--- src/rtl/mips_cpu_writeback_arbiter.sv ---
// Register-file writeback arbiter: ALU > {load, mul/div round-robin}, with a
// pending-write scoreboard. Define MIPS_CPU_WB_FORWARD_EN to add forwarding outputs.
module mips_cpu_writeback_arbiter (
    input  logic        clk,
    input  logic        reset_n,
    input  logic        alu_valid,
    input  logic [4:0]  alu_reg,
    input  logic [31:0] alu_data,
    input  logic        ld_valid,
    input  logic [4:0]  ld_reg,
    input  logic [31:0] ld_data,
    output logic        ld_ready,
    input  logic        md_valid,
    input  logic [4:0]  md_reg,
    input  logic [31:0] md_data,
    output logic        md_ready,
    input  logic        issue_valid,
    input  logic [4:0]  issue_reg,
    input  logic [4:0]  query_reg_1,
    input  logic [4:0]  query_reg_2,
    output logic        pending_1,
    output logic        pending_2,
`ifdef MIPS_CPU_WB_FORWARD_EN
    output logic        fwd_hit_1,
    output logic        fwd_hit_2,
    output logic [31:0] fwd_data_1,
    output logic [31:0] fwd_data_2,
`endif
    output logic        write_enable,
    output logic [4:0]  write_reg,
    output logic [31:0] write_data
);

    typedef enum logic {RR_LD = 1'b0, RR_MD = 1'b1} rr_t;

    rr_t         rr;
    logic [31:0] pend, pend_nxt, clr_mask, set_mask;
    logic        ld_win, md_win;
    logic        g_valid;
    logic [4:0]  g_reg;
    logic [31:0] g_data;

    // Round-robin only matters when both long-latency sources contend.
    assign ld_win   = ld_valid & (~md_valid | (rr == RR_LD));
    assign md_win   = md_valid & (~ld_valid | (rr == RR_MD));
    assign ld_ready = reset_n & ~alu_valid & ld_win;
    assign md_ready = reset_n & ~alu_valid & md_win;

    always_comb begin
        g_valid = 1'b0;
        g_reg   = 5'd0;
        g_data  = 32'd0;
        if (alu_valid) begin
            g_valid = 1'b1;
            g_reg   = alu_reg;
            g_data  = alu_data;
        end else if (ld_ready) begin
            g_valid = 1'b1;
            g_reg   = ld_reg;
            g_data  = ld_data;
        end else if (md_ready) begin
            g_valid = 1'b1;
            g_reg   = md_reg;
            g_data  = md_data;
        end
    end

    // Set is applied after clear so a same-cycle issue keeps the bit pending.
    always_comb begin
        clr_mask = 32'd0;
        set_mask = 32'd0;
        if (ld_ready)    clr_mask = clr_mask | (32'd1 << ld_reg);
        if (md_ready)    clr_mask = clr_mask | (32'd1 << md_reg);
        if (issue_valid) set_mask = 32'd1 << issue_reg;
        pend_nxt = ((pend & ~clr_mask) | set_mask) & ~32'd1;
    end

    always_ff @(posedge clk or negedge reset_n) begin
        if (!reset_n) begin
            write_enable <= 1'b0;
            write_reg    <= 5'd0;
            write_data   <= 32'd0;
            pend         <= 32'd0;
            rr           <= RR_LD;
        end else begin
            write_enable <= g_valid & (g_reg != 5'd0);
            if (g_valid) begin
                write_reg  <= g_reg;
                write_data <= g_data;
            end
            pend <= pend_nxt;
            if (ld_ready | md_ready)
                rr <= (rr == RR_LD) ? RR_MD : RR_LD;
        end
    end

    assign pending_1 = pend[query_reg_1];
    assign pending_2 = pend[query_reg_2];

`ifdef MIPS_CPU_WB_FORWARD_EN
    assign fwd_hit_1  = write_enable & (write_reg == query_reg_1) & (query_reg_1 != 5'd0);
    assign fwd_hit_2  = write_enable & (write_reg == query_reg_2) & (query_reg_2 != 5'd0);
    assign fwd_data_1 = write_data;
    assign fwd_data_2 = write_data;
`endif

endmodule

--- config.mk ---
export PLATFORM = sky130hd
export DESIGN_NAME = mips_cpu_writeback_arbiter
export DESIGN_NICKNAME = d
export VERILOG_FILES = /design/src/rtl/mips_cpu_writeback_arbiter.sv
export SDC_FILE = /design/constraint.sdc
export NUM_CORES = 1
export LEC_CHECK = 0
export ABC_AREA = 1
export CAP_MARGIN = 20
export CELL_PAD_IN_SITES_DETAIL_PLACEMENT = 1
export CELL_PAD_IN_SITES_GLOBAL_PLACEMENT = 1
export CORE_ASPECT_RATIO = 0.75
export CORE_MARGIN = 5
export CORE_UTILIZATION = 25
export CTS_BUF_LIST = sky130_fd_sc_hd__clkbuf_8
export CTS_CLUSTER_DIAMETER = 200
export DETAILED_ROUTE_END_ITERATION = 7
export MAX_ROUTING_LAYER = met4
export PLACE_DENSITY = 0.81
export SETUP_SLACK_MARGIN = 0.4
export SLEW_MARGIN = 20
export SYNTH_ARGS = -nofsm -noshare
export SYNTH_HDL_FRONTEND = slang
export SYNTH_SLANG_ARGS = --single-unit
--- constraint.sdc ---
create_clock -name clk -period 3.35 [get_ports clk]
set_input_delay 0.335 -clock clk [delete_from_list [all_inputs] [get_ports clk]]
set_output_delay 0.335 -clock clk [all_outputs]
set_load 0.02 [all_outputs]
Word-level counts from Yosys, hierarchy flattened
Cells that the tools add are included.
Cells by class
  order comparisons: 2
  shift operators: 3
  muxes and demuxes: 17
  bitwise gates (word level): 17
  reduce and logical (&&, ||, !) cells: 1
Operators by type and width (number)
  $mux W32: 6
  $shl A1 B5 Y32 const A: 3
  $or A32 B32 Y32: 2
  $and A32 B32 Y32: 1
  $not A32 Y32: 1
  $mux W5: 3
  $lt A5 B6 Y1 const B: 2
  $bmux W1 S5: 2
  $and A1 B1 Y1: 6
  $mux W1: 6
  $reduce_bool A5 Y1: 1
  $not A1 Y1: 4
  $or A1 B1 Y1: 3
Storage, ports and cells
  flip-flop bits (word level): 70
  bits of input ports: 132
  output and inout bits: 42
  word-level logic and storage cells: 45

Depth between registers and ports, before layout
Gate-level depths: netlist of run 1.
  depth after elaboration: 10
  depth in mapped cells: 11
  gate-level depth less buffers: 9

Worst setup path before layout of run 1
No wires, ideal clock.
  path kind: input port to output port
  start: in query_reg_1[0]
  end: out pending_1
  data arrival time: 1.299 ns
  required time: 3.015 ns
  path slack: 1.716 ns
  cell stages on the path: 10
  path buffers: 2
  path through: buf_2 -> clkbuf_1 -> nand2_1 -> nand3_1 -> nand3_1 -> nand2_1 -> nand2_1 -> nand2_1 -> nand2_1 -> nand2_1
Between the ends
  longest elaborated chain between the ends: 2
Ends and longest elaborated chain
  from (decl): RTL line 19  | input logic [4:0] query_reg_1,
  $bmux W1 S5: RTL line 97  | assign pending_1 = pend[query_reg_1];
  $mux W1 (not written as such): RTL line 97
  to (decl): RTL line 21  | output logic pending_1,
No other way between the ends. The select of a mux whose other input is x is not followed.

Worst setup path in the final report of run 1
Ends and elaborated chain as after synthesis.

==> reports/metrics.yaml, run 1 <==
run_status:
  outcome: "finished, final reports clean"
global_route:
  grt_antenna_before_repair: 1
  grt_use_total_pct: 19.1
  grt_pass1_vias: 5192
  grt_max_degree: 64
  grt_overflow: 0
  grt_pass1_wl_microns: 29000
routing:
  route.detailed.drc: 0
  met1_length_microns: 8410
  drtPass1Iterations: 4
  drt_iter0_markers: 400
  dr_total_vias: 5056
  viasPerCell: 4.97
  drt-total-wl_microns: 18600
  ant_nets: 0
  top_layer: "met4"
  routed-wl-met2_microns: 8700
  wl_met3_microns: 1290
  wl_per_cell_microns: 18.3
worst_setup_path:
  crit_type: "in -> out"
  crit_path_max_incr_delay_ns: 0.59
  cpMostUsedCell: "nand2_1"
  required_ns: 3.01
  cp.arrival_ns: 2.44
  crit_fanout: 15
  cp-start-kind: "input pin"
  slowest_stage: "clkdlybuf4s50_1"
  crit_chain: "clkdlybuf4s50_1, inv_1, nand2_1, nand3_1, nand3_1, nand2_1, nand2_1, nand2_1, nand2_1, nand2_1, clkdlybuf4s50_1"
  worstSetupEndpointType: "output pin"
synth:
  ys_seq_area_share_pct: 40.5
  synth_area_sq_um: 4320
  avgSynthCellArea_sq_um: 6.79
  ys_ff_latch: 70
  yosys_warnings: 0
  syn-instance-count: 637
  synth_cell_type_count: 24
  syn_nets: 769
cells_and_area:
  largest_reg_flops: 32
  area_growth_pct: 48.6
  post-route-util_pct: 38.1
  multi_input_area_sq_um: 2280
  final_common_cell: "nand2_1"
  nNetsFinal: 930
  nFillCells: 2083
  drive_gt1_share_pct: 4.36
  regArea_sq_um: 1750
  layout_common_cells: "nand2_1 (239), clkdlybuf4s50_1 (172), nand3_1 (134)"
die:
  die-area_sq_um: 20000
  rows: 41
  die_height_microns: 124
  die_x_microns: 162
  io_pins: 174
  core-area_sq_um: 16900
  initial_core_util_pct: 25.6
place:
  gp_congestion: 0.915
  dpl.hpwl_microns: 14500
  portBuffers: 173
clock_tree:
  cts_buffers: 9
  clockBufferDepth: 2
  cts-root-buf: "clkbuf_8"
  htree_levels: 3
  cts_tree: "built"
  clk_pin_slew_ns: 0.07
  clock_latency_ns: 0.35
  clock_sinks: 70
  postCtsSetupBuffers: 0
pwr:
  p_per_area_nw_per_um2: 451
  vdd_drop_max_v: 0.000147
  p_leak_nw: 2.79
timing:
  finalCriticalPeriod_ns: 2.78
  skew_ns: 0.00633
  slew_viol_final: 0
  fin_setup_tns_ns: 0
  setup_viol: 0
  rsz0062_at_grt: "no"
  period_share_pct: 82.9
  tightest_slew_ns: 0.821
  fmax_mhz: 360
  hold_viol_final: 0
  maxSlewHeadroom_pct: 45.2
job:
  max-cap-violations: 0
worst_hold_path:
  hold_class: "in -> async"
[metal layers]
layer / vias up / global-route usage [%]
met1: 2430 / 25.4
met4: 0 / 4.07
met3: 19 / 3.67
met5: - / -
li1: 2435 / -
met2: 172 / 30.7
[worst paths after layout]
kind	startpoint	slack (ns)	endpoint	depth (start not counted)
setup reg to reg	rr	1.54	pend[25]	8
hold / removal	reset_n	0.39	write_data[3]	2
min in group clk	rr	0.48	rr	1
max in group asynchronous	reset_n	1.85	write_data[23]	3
hold reg to reg	rr	0.48	rr	1
setup / recovery	query_reg_1[0]	0.57	pending_1	11
[stage by stage]
step           hold slack (ns)  worst slack, ns  total power [mW]  std cells  cell area (sq um)
6_report                 0.393            0.571              2.90       1018               6420
5_1_grt                  0.402            0.411              3.05       1018               6420
4_1_cts                  0.385            0.584              2.91       1017               6420
3_5_place_dp             0.218            0.583              2.22       1001               6220
3_3_place_gp             0.218            0.625              2.20       1001               6220
2_1_floorplan           0.0394             1.72              1.65        637               4320
[critical path: cells and delay by family]
family,cells,cell delay (ns)
buffers and inverters,3,1.54
and+or+nand+nor,8,0.56
[area by class of cell]
class,instances,area share [%]
timing repair buffer,181,27.9
tap,215,4.19
multi-input combinational,497,35.4
clock inverter,5,0.779
sequential,70,27.3
antenna,1,0.0390
clock buffer,10,2.14
inverter,39,2.28
[kinds of logic (layout without fill, tap and decap cells)]
family | Yosys count | count (layout) | share of synthesized area (%)
AOI/OAI and AO/OA | 67 | 67 | 9.90
and+or+nand+nor | 429 | 429 | 42.4
DFF | 70 | 70 | 40.5
other | 0 | 1 | 0
buffers and inverters | 70 | 235 | 6.98
xor gates and xnor gates | 1 | 1 | 0.203
[cell usage after synthesis (all sizes together)]
library cell / count / area share [%]
a21o: 4 / 0.69
a22oi: 32 / 5.6
buf: 14 / 2.1
clkbuf: 17 / 1.5
dfrtp: 70 / 41
inv: 39 / 3.4
nand2: 241 / 21
nand3: 135 / 16
nand4: 4 / 0.58
nor2: 39 / 3.8
nor3: 8 / 0.93
nor3b: 1 / 0.17
nor4: 1 / 0.14
o21ai: 30 / 3.5
o31ai: 1 / 0.17
xor2: 1 / 0.20
[repair_timing]
action / CTS / global route
hold endpoints to repair: 7 / 0
endpoints found under the setup margin: 0 / 0
hold buffers: 1 / 0
resized for setup: 0 / 0
[where the power goes]
part           internal [mW]  leakage (nW)  switching, mW
Clock                  0.355         0.102          0.335
Combinational          0.459          1.86          0.528
Sequential              1.03         0.828          0.191
Total                   1.84          2.79           1.05
(Power assumes the default switching activity.)
==> run 2, diff against run 1 <==
--- a/config.mk
+++ b/config.mk
@@ -16,7 +16,7 @@
 export CTS_CLUSTER_DIAMETER = 200
 export DETAILED_ROUTE_END_ITERATION = 7
 export MAX_ROUTING_LAYER = met4
-export PLACE_DENSITY = 0.81
+export PLACE_DENSITY = 0.83
 export SETUP_SLACK_MARGIN = 0.4
 export SLEW_MARGIN = 20
 export SYNTH_ARGS = -nofsm -noshare
==> constraint.sdc (replaced) <==
create_clock -name clk -period 2.52 [get_ports clk]
set_input_delay 0.252 -clock clk [delete_from_list [all_inputs] [get_ports clk]]
set_output_delay 0.252 -clock clk [all_outputs]
set_load 0.02 [all_outputs]
==> reports/metrics.yaml, run 2 (synthesized netlist as in run 1, its figures left out) <==
global_route:
  grt_antenna_before_repair: 0  # -1
  grt_overflow: 0  # unchanged
  grt_max_degree: 71  # +11%
  grt_use_total_pct: 19.7  # +0.61 points
  grt_pass1_vias: 5278  # +1.7%
  grt_pass1_wl_microns: 30100  # +3.5%
clock_tree:
  cts_buffers: 9  # unchanged
  clock_latency_ns: 0.36  # about the same
  clockBufferDepth: 2  # unchanged
  postCtsSetupBuffers: 0  # unchanged
  cts-hold-fix-buffers: 0  # -1
  clock_sinks: 70  # unchanged
  clk_pin_slew_ns: 0.08  # about the same
  cts_tree: "built"
  cts-root-buf: "clkbuf_8"
  htree_levels: 3  # unchanged
place:
  portBuffers: 173  # unchanged
  gp_congestion: 0.926  # +1.2%
  placed_cells: 1013  # +1.2%
  pre_cts_ws_ns: 0.139  # -0.444 ns
  placed_area_sq_um: 6340  # +1.8%
  dpl.hpwl_microns: 14800  # +1.6%
timing:
  fin_hold_ws_ns: 0.131  # -0.262 ns
  tightest_slew_ns: 0.940  # +0.118 ns
  setup_viol: 0  # unchanged
  fin_setup_tns_ns: 0  # unchanged
  hold_viol_final: 0  # unchanged
  period_share_pct: 78.1
  maxSlewHeadroom_pct: 37.3  # -7.9 points
  slew_viol_final: 0  # unchanged
  skew_ns: 0.00740  # +0.00107 ns
  rsz0062_at_grt: "yes"
  finalCriticalPeriod_ns: 1.97
  setup_slack_ns: 0.551  # -0.0205 ns
  fmax_mhz: 508
die:
  rows: 41  # unchanged
  io_pins: 174  # unchanged
  core-area_sq_um: 16900  # unchanged
  die-area_sq_um: 20000  # unchanged
  initial_core_util_pct: 25.6  # unchanged
  die_height_microns: 124  # unchanged
  die_x_microns: 162  # unchanged
cells_and_area:
  antenna_cells: 0  # -1
  largest_reg_flops: 32  # unchanged
  final_cells: 1029  # +1.1%
  drive_gt1_share_pct: 6.02  # +1.7 points
  area_growth_pct: 52.1
  final_common_cell: "nand2_1"
  nNetsFinal: 941  # +1.2%
  post-route-util_pct: 39.0  # +0.89 points
  final_area_sq_um: 6570  # +2.3%
  layout_common_cells: "nand2_1 (239), clkdlybuf4s50_1 (168), nand3_1 (134)"
routing:
  route.detailed.drc: 0  # unchanged
  viasPerCell: 5.03  # +1.2%
  drt_iter0_markers: 378  # -5.5%
  drt-total-wl_microns: 19100  # +2.5%
  drtPass1Iterations: 5  # +1
  dr_total_vias: 5172  # +2.3%
  wl_per_cell_microns: 18.5  # +1.4%
  ant_nets: 0  # unchanged
worst_setup_path:
  worstSetupEndpointType: "output pin"
  required_ns: 2.27  # -0.74 ns
  cp.arrival_ns: 1.72  # -0.72 ns
  crit_type: "in -> out"
  cp-start-kind: "input pin"
  crit_fanout: 8  # -7
pwr:
  total_power_mw: 4.02  # +39%
  p_leak_nw: 2.89  # +3.5%
  p_per_area_nw_per_um2: 612  # +36%
  vdd_drop_max_v: 0.000335  # +130%
run_status:
  outcome: "finished, final reports clean"
worst_hold_path:
  hold_class: "in -> async"
job:
  max-cap-violations: 0  # unchanged
-- run 2: cell count changes in the layout (fill, tap and decap cells not counted), sizes merged --
cell           delta
buf              +12
clkdlybuf4s50     -4
clkbuf            +2
clkinv            -2
dlygate4sd2       +2
bufinv            +1
clkinvlp          +1
diode             -1
dlygate4sd3       -1
dlymetal6s2s      +1
-- run 2: layout make-up --
class                   instances  area, sq um
inverters                      39          146
clock buffers                  11          151
well taps                     215          269
clock inverters                 5         81.3
flip-flops and latches         70         1750
fillers                      2083        10300
multi-input cells             497         2280
repair buffers                192         1900
-- run 2: timing repair --
action	CTS	global route
resized for setup	3	5
setup endpoints to repair	3	2
endpoints found under the hold margin	0	0
-- run 2: power by group --
part / leakage (nW) / total, mW / internal [mW] / switching [mW]
clock network: 0.116 / 1.08 / 0.612 / 0.468
registers: 0.828 / 1.61 / 1.37 / 0.247
logic: 1.95 / 1.33 / 0.621 / 0.709
-- run 2: final timing paths --
kind                                     start        endpoint  slack (ns)  depth (start not counted)
min in group clk                  alu_data[22]  write_data[22]        0.45                          3
worst max-delay path            query_reg_2[1]       pending_2        0.55                         10
worst max register to register              rr   write_data[5]        0.91                          8
worst min-delay path                   reset_n  write_data[24]        0.13                          2
max in group asynchronous              reset_n   write_data[4]        1.77                          2
worst min register to register              rr              rr        0.48                          1
-- run 2: critical path, stage by stage --
cell and delay, ns:
clkdlybuf4s50_1 0.43, inv_1 0.23, nand3_1 0.11, nand3_1 0.11, nand2_1 0.07, nand2_1 0.06
nand2_1 0.05, nand2_1 0.05, nand2_1 0.04, dlygate4sd2_1 0.31
-- run 2: per-layer routing --
| layer | vias to the layer above | track usage [%] | part of all wire, % |
|---|---|---|---|
| li1 | 2456 | - | - |
| met2 | 163 | 30.3 | 45 |
| met5 | - | - | 0 |
| met3 | 27 | 4.13 | 5.4 |
| met1 | 2526 | 26.6 | 47 |
| met4 | 0 | 5.55 | 2.2 |
==> RTL edit 1: new RTL, flow settings as in run 2 <==
Reset style: synchronous (`reset_n`), changed in one clocked block.
--- a/src/rtl/mips_cpu_writeback_arbiter.sv
+++ b/src/rtl/mips_cpu_writeback_arbiter.sv
@@ -77,3 +77,3 @@
 
-    always_ff @(posedge clk or negedge reset_n) begin
+    always_ff @(posedge clk) begin
         if (!reset_n) begin
Behaviour: differs if reset_n is asserted again (counterexample within 4 cycles, from zero or initial values and one cycle with reset_n low); with reset_n held inactive, the same outputs for 10 cycles.
==> RTL edit 1 against run 2 <==
Area after synthesis is 0.35% lower; worst setup slack better by 0.00071 ns; sequential cell count stayed put; wire length is 4.6% higher; global-route usage is 0.87 points higher; design area is 1.3% lower; power is 29% lower; count of clock-buffer cells in the layout is 1 lower; critical path type unchanged; largest cell class unchanged.
==> RTL edit 1: results (changes against run 2) <==
final_layout:
  stdcell_count: 1116  # +8.5%
  n_fill_cell: 2172  # +4.3%
  nNetsFinal: 1029  # +9.4%
  drive_above_1_share_pct: 5.105  # -0.91 points
sta:
  fmax_ghz: 0.5080  # about the same
  tightest_slew_ns: 0.8300  # -0.1097 ns
logic_synthesis:
  synth.net_count: 863  # +12%
  synth_compound_area_share_pct: 14.58  # +4.7 points
  syn_area_per_cell_um2: 5.893  # -13%
  synth_flop_cell: "dfxtp_1"
  synthTopCellsByCount: "nand2_1, nand3_1, nor2_1"
  synth.distinct_cells: 23  # -4.2%
  synth-xor-area-share_pct: 0  # -0.20 points
grt:
  grt_pass1_wl_mm: 31.20  # +3.8%
  grt_use_total_pct: 20.59  # +0.87 points
  grt_pass1_vias: 5534  # +4.9%
  grt_start_max_net_pins: 69  # -2.8%
outcome:
  outcome: "finished clean"
detailed_routing:
  routed_via_density: 4.884  # -2.8%
  wl_per_cell_um: 17.88  # -3.6%
  drt_iter0_drc: 374  # -1.1%
placed_design:
  placed_cell_area_um2: 6300  # -0.61%
  place.gp.congestion: 0.8957  # -3.3%
  place_ws_ns: 0.1521  # +0.01277 ns
pwr:
  leakage_nw: 2.566  # -11%
worst_setup_path:
  cp_max_fo: 18  # +10
  slowest_delay_ns: 0.50  # +0.07 ns
  r2r_slack_ns: 0.73  # -0.18 ns
hold_path:
  timing.hold.worst.class: "in -> reg"
## RTL edit 1: critical path: cells and delay by family
family | cells | cell delay (ns)
buffers and inverters | 4 | 0.92
and+or+nand+nor | 8 | 0.52
## RTL edit 1: metal layers
metal	vias up	routed length [um]	part of all wire, %	track usage, %
li1	2712	-	-	-
met1	2607	9517	48	27.44
met2	112	9317	47	33.45
met3	19	859	4.3	3.672
met4	0	262	1.3	3.676
met5	-	0	0	-
## RTL edit 1: repair_timing
| item | in CTS | in global routing |
|---|---|---|
| cloned | 0 | 0 |
| pin swaps | 0 | 0 |
| hold buffers | 0 | 0 |
| hold endpoints to repair | 0 | 0 |
| endpoints found under the setup margin | 3 | 3 |
| gates resized for setup | 4 | 6 |
## RTL edit 1: worst paths after layout
| kind | start | to | cells past startpoint |
|---|---|---|---|
| worst max-delay path | query_reg_2[0] | pending_2 | 12 |
| worst min-delay path | alu_data[14] | write_data[14]$_SDFFE_PN0P_ | 3 |
| worst max register to register | rr$_SDFFE_PN0P_ | pend[23]$_SDFF_PN0_ | 10 |
| worst min register to register | write_data[8]$_SDFFE_PN0P_ | write_data[8]$_SDFFE_PN0P_ | 2 |
## RTL edit 1: metrics by stage
step	total power [mW]	hold WS, ns
2_1_floorplan	1.526	0.3496
3_3_place_gp	1.949	0.4509
3_5_place_dp	1.964	0.4662
4_1_cts	2.887	0.4441
5_1_grt	2.987	0.4613
6_report	2.865	0.4557
## RTL edit 1: where the power goes
group	leakage (nW)	switching [mW]	internal [mW]
combinational	1.89	0.386	0.362
clock	0.0993	0.453	0.472
sequential	0.573	0.0321	1.16
total	2.57	0.872	1.99
## RTL edit 1: layout make-up
class,instances,area share [%]
multi-input combinational,558,38.46
timing repair buffer,191,29.01
sequential,70,21.59
tap,215,4.145
inverter,67,3.875
clock buffer,10,2.121
clock inverter,5,0.7904
==> RTL edit 2: new RTL, settings of run 2 <==
Without the edit above. The option `MIPS_CPU_WB_FORWARD_EN` is turned on by a define.
--- a/src/rtl/mips_cpu_writeback_arbiter.sv
+++ b/src/rtl/mips_cpu_writeback_arbiter.sv
@@ -2,2 +2,4 @@
 // pending-write scoreboard. Define MIPS_CPU_WB_FORWARD_EN to add forwarding outputs.
+`define MIPS_CPU_WB_FORWARD_EN
+
 module mips_cpu_writeback_arbiter (
Formal check against the unedited RTL (old outputs only; new: fwd_data_1, fwd_data_2, fwd_hit_1 and fwd_hit_2): equivalent (equiv_simple and equiv_induct, registers matched by name and starting in step).
==> RTL edit 2 against run 2 <==
Power up 24%; design area is 15% higher; area after synthesis rose by 18%; register-to-register slack got worse by 0.17 ns; sequential cell count stayed put; worst setup slack worse by 0.10 ns; die area is 16% higher; hold slack gained 0.019 ns; wire length increased by 20%; global-route usage shrank 0.22 points; sequential share of layout area shrank 3.4 points; combinational power grew 54%.
==> RTL edit 2: results (changes against run 2) <==
outcome:
  outcome: "finished clean"
grt:
  antenna_found_initial: 0  # unchanged
  grt_pass1_wl_mm: 35.20  # +17%
  grt_pass1_vias: 6129  # +16%
  grt_use_total_pct: 19.50  # -0.22 points
  grt_start_max_net_pins: 71  # unchanged
logic_synthesis:
  ys_seq_area_share_pct: 34.48  # -6.0 points
  synthTopCellsByCount: "nand2_1, nand3_1, dfrtp_1"
  synth.net_count: 875  # +14%
  netlist_instances: 743  # +17%
  synth.distinct_cells: 31  # +29%
  yosysWarnings: 0  # unchanged
  synthArstFlopShare_pct: 100.0  # unchanged
  synth_area_leaders: "dfrtp_1, nand2_1, nand3_1, buf_4, a22oi_1"
detailed_routing:
  num_vias: 5802  # +12%
  drt_iter0_drc: 289  # -24%
  drt-pass1-iter-count: 4  # -1
  routed_via_density: 4.921  # -2.1%
  wl_per_cell_um: 19.41  # +4.6%
pwr:
  leakage_nw: 3.311  # +15%
  irDropWorstVdd_mv: 0.2460  # -27%
cts:
  cts_made_buffers: 9  # unchanged
  clk_pin_slew_worst_paths_ns: 0.09
  cts_root_buffer: "clkbuf_8"
  insertion_delay_ns: 0.35
  cts_buffer_depth: 2  # unchanged
  htree_num_levels: 3  # unchanged
worst_setup_path:
  r2r_slack_ns: 0.74  # -0.17 ns
  worst_r2r_path_depth: 8  # unchanged
  arrival_ns: 1.82  # +0.10 ns
  r2r-end: "pend[23]$_DFF_PN0_"
  reg2reg_from: "rr$_DFFE_PN0P_"
  cp_max_fo: 8  # unchanged
sta:
  skew_ns: 0.01426  # +0.006858 ns
  timing.hold.ws_ns: 0.1491  # +0.01850 ns
  tightest_slew_ns: 0.9581  # +0.01838 ns
placed_design:
  dp.cells: 1160  # +15%
  portBuffers: 239  # +38%
  place.gp.congestion: 0.9314  # +0.54%
  hpwl_mm: 18.11  # +23%
hold_path:
  timing.hold.worst.class: "in -> async"
final_layout:
  largest_reg_flops: 32  # unchanged
  nNetsFinal: 1048  # +11%
  drive_above_1_share_pct: 5.863  # -0.16 points
  diodes: 0  # unchanged
-- RTL edit 2: worst max-delay path by stage --
stage                        start        end  slack, ns  cells past startpoint
finish              query_reg_1[0]  fwd_hit_1       0.45                      6
detailed placement  query_reg_2[2]  pending_2       0.11                     10
global placement    query_reg_2[1]  pending_2       0.11                      9
floorplan           query_reg_1[0]  fwd_hit_1       0.86                      7
CTS                 query_reg_2[0]  pending_2       0.34                      9
global route        query_reg_2[0]  pending_2       0.32                     10
-- RTL edit 2: cell type report --
class	count	area (um^2)
multi-input cells	513	2419
flip-flops and latches	70	1752
well taps	258	322.8
clock inverters	5	128.9
inverters	64	245.2
repair buffers	258	2532
fillers	2448	12550
clock buffers	11	151.4
-- RTL edit 2: worst max-delay path: stages --
cell	delay (ns)
clkdlybuf4s50_1	0.59
clkbuf_4	0.24
buf_4	0.12
o22ai_1	0.09
nor3_1	0.17
dlygate4sd2_1	0.35
-- RTL edit 2: cell families (layout without fill, tap and decap cells) --
family,after synthesis,after routing,synth area share [%]
AOI/OAI and AO/OA,98,98,11.75
xor gates and xnor gates,3,3,0.5173
buffers and inverters,160,338,17.91
DFF,70,70,34.48
and+or+nand+nor,412,412,35.34
-- RTL edit 2: stage by stage --
step,instance area (um^2),setup slack (ns)
after CTS,7530,0.3426
after global placement,7251,0.1139
after detailed placement,7251,0.1112
final,7551,0.4467
after global routing,7551,0.3249
after floorplan,5080,0.8559
-- RTL edit 2: power by group --
group | internal, mW | switching [mW]
logic | 0.921 | 1.13
clock network | 0.814 | 0.471
registers | 1.36 | 0.275
total | 3.10 | 1.88
-- RTL edit 2: timing repair --
| action | CTS | global route |
|---|---|---|
| setup endpoints to repair | 5 | 3 |
| resized for setup | 8 | 7 |
| endpoints found under the hold margin | 0 | 0 |
| pin swaps | 0 | 0 |
| cloned | 0 | 1 |
| setup buffers | 0 | 2 |
-- RTL edit 2: per-layer routing --
metal,GRT usage (%),wire length [um]
met1,26.22,10640
met2,30.36,10510
met3,5.504,1555
met4,2.268,172
met5,-,0
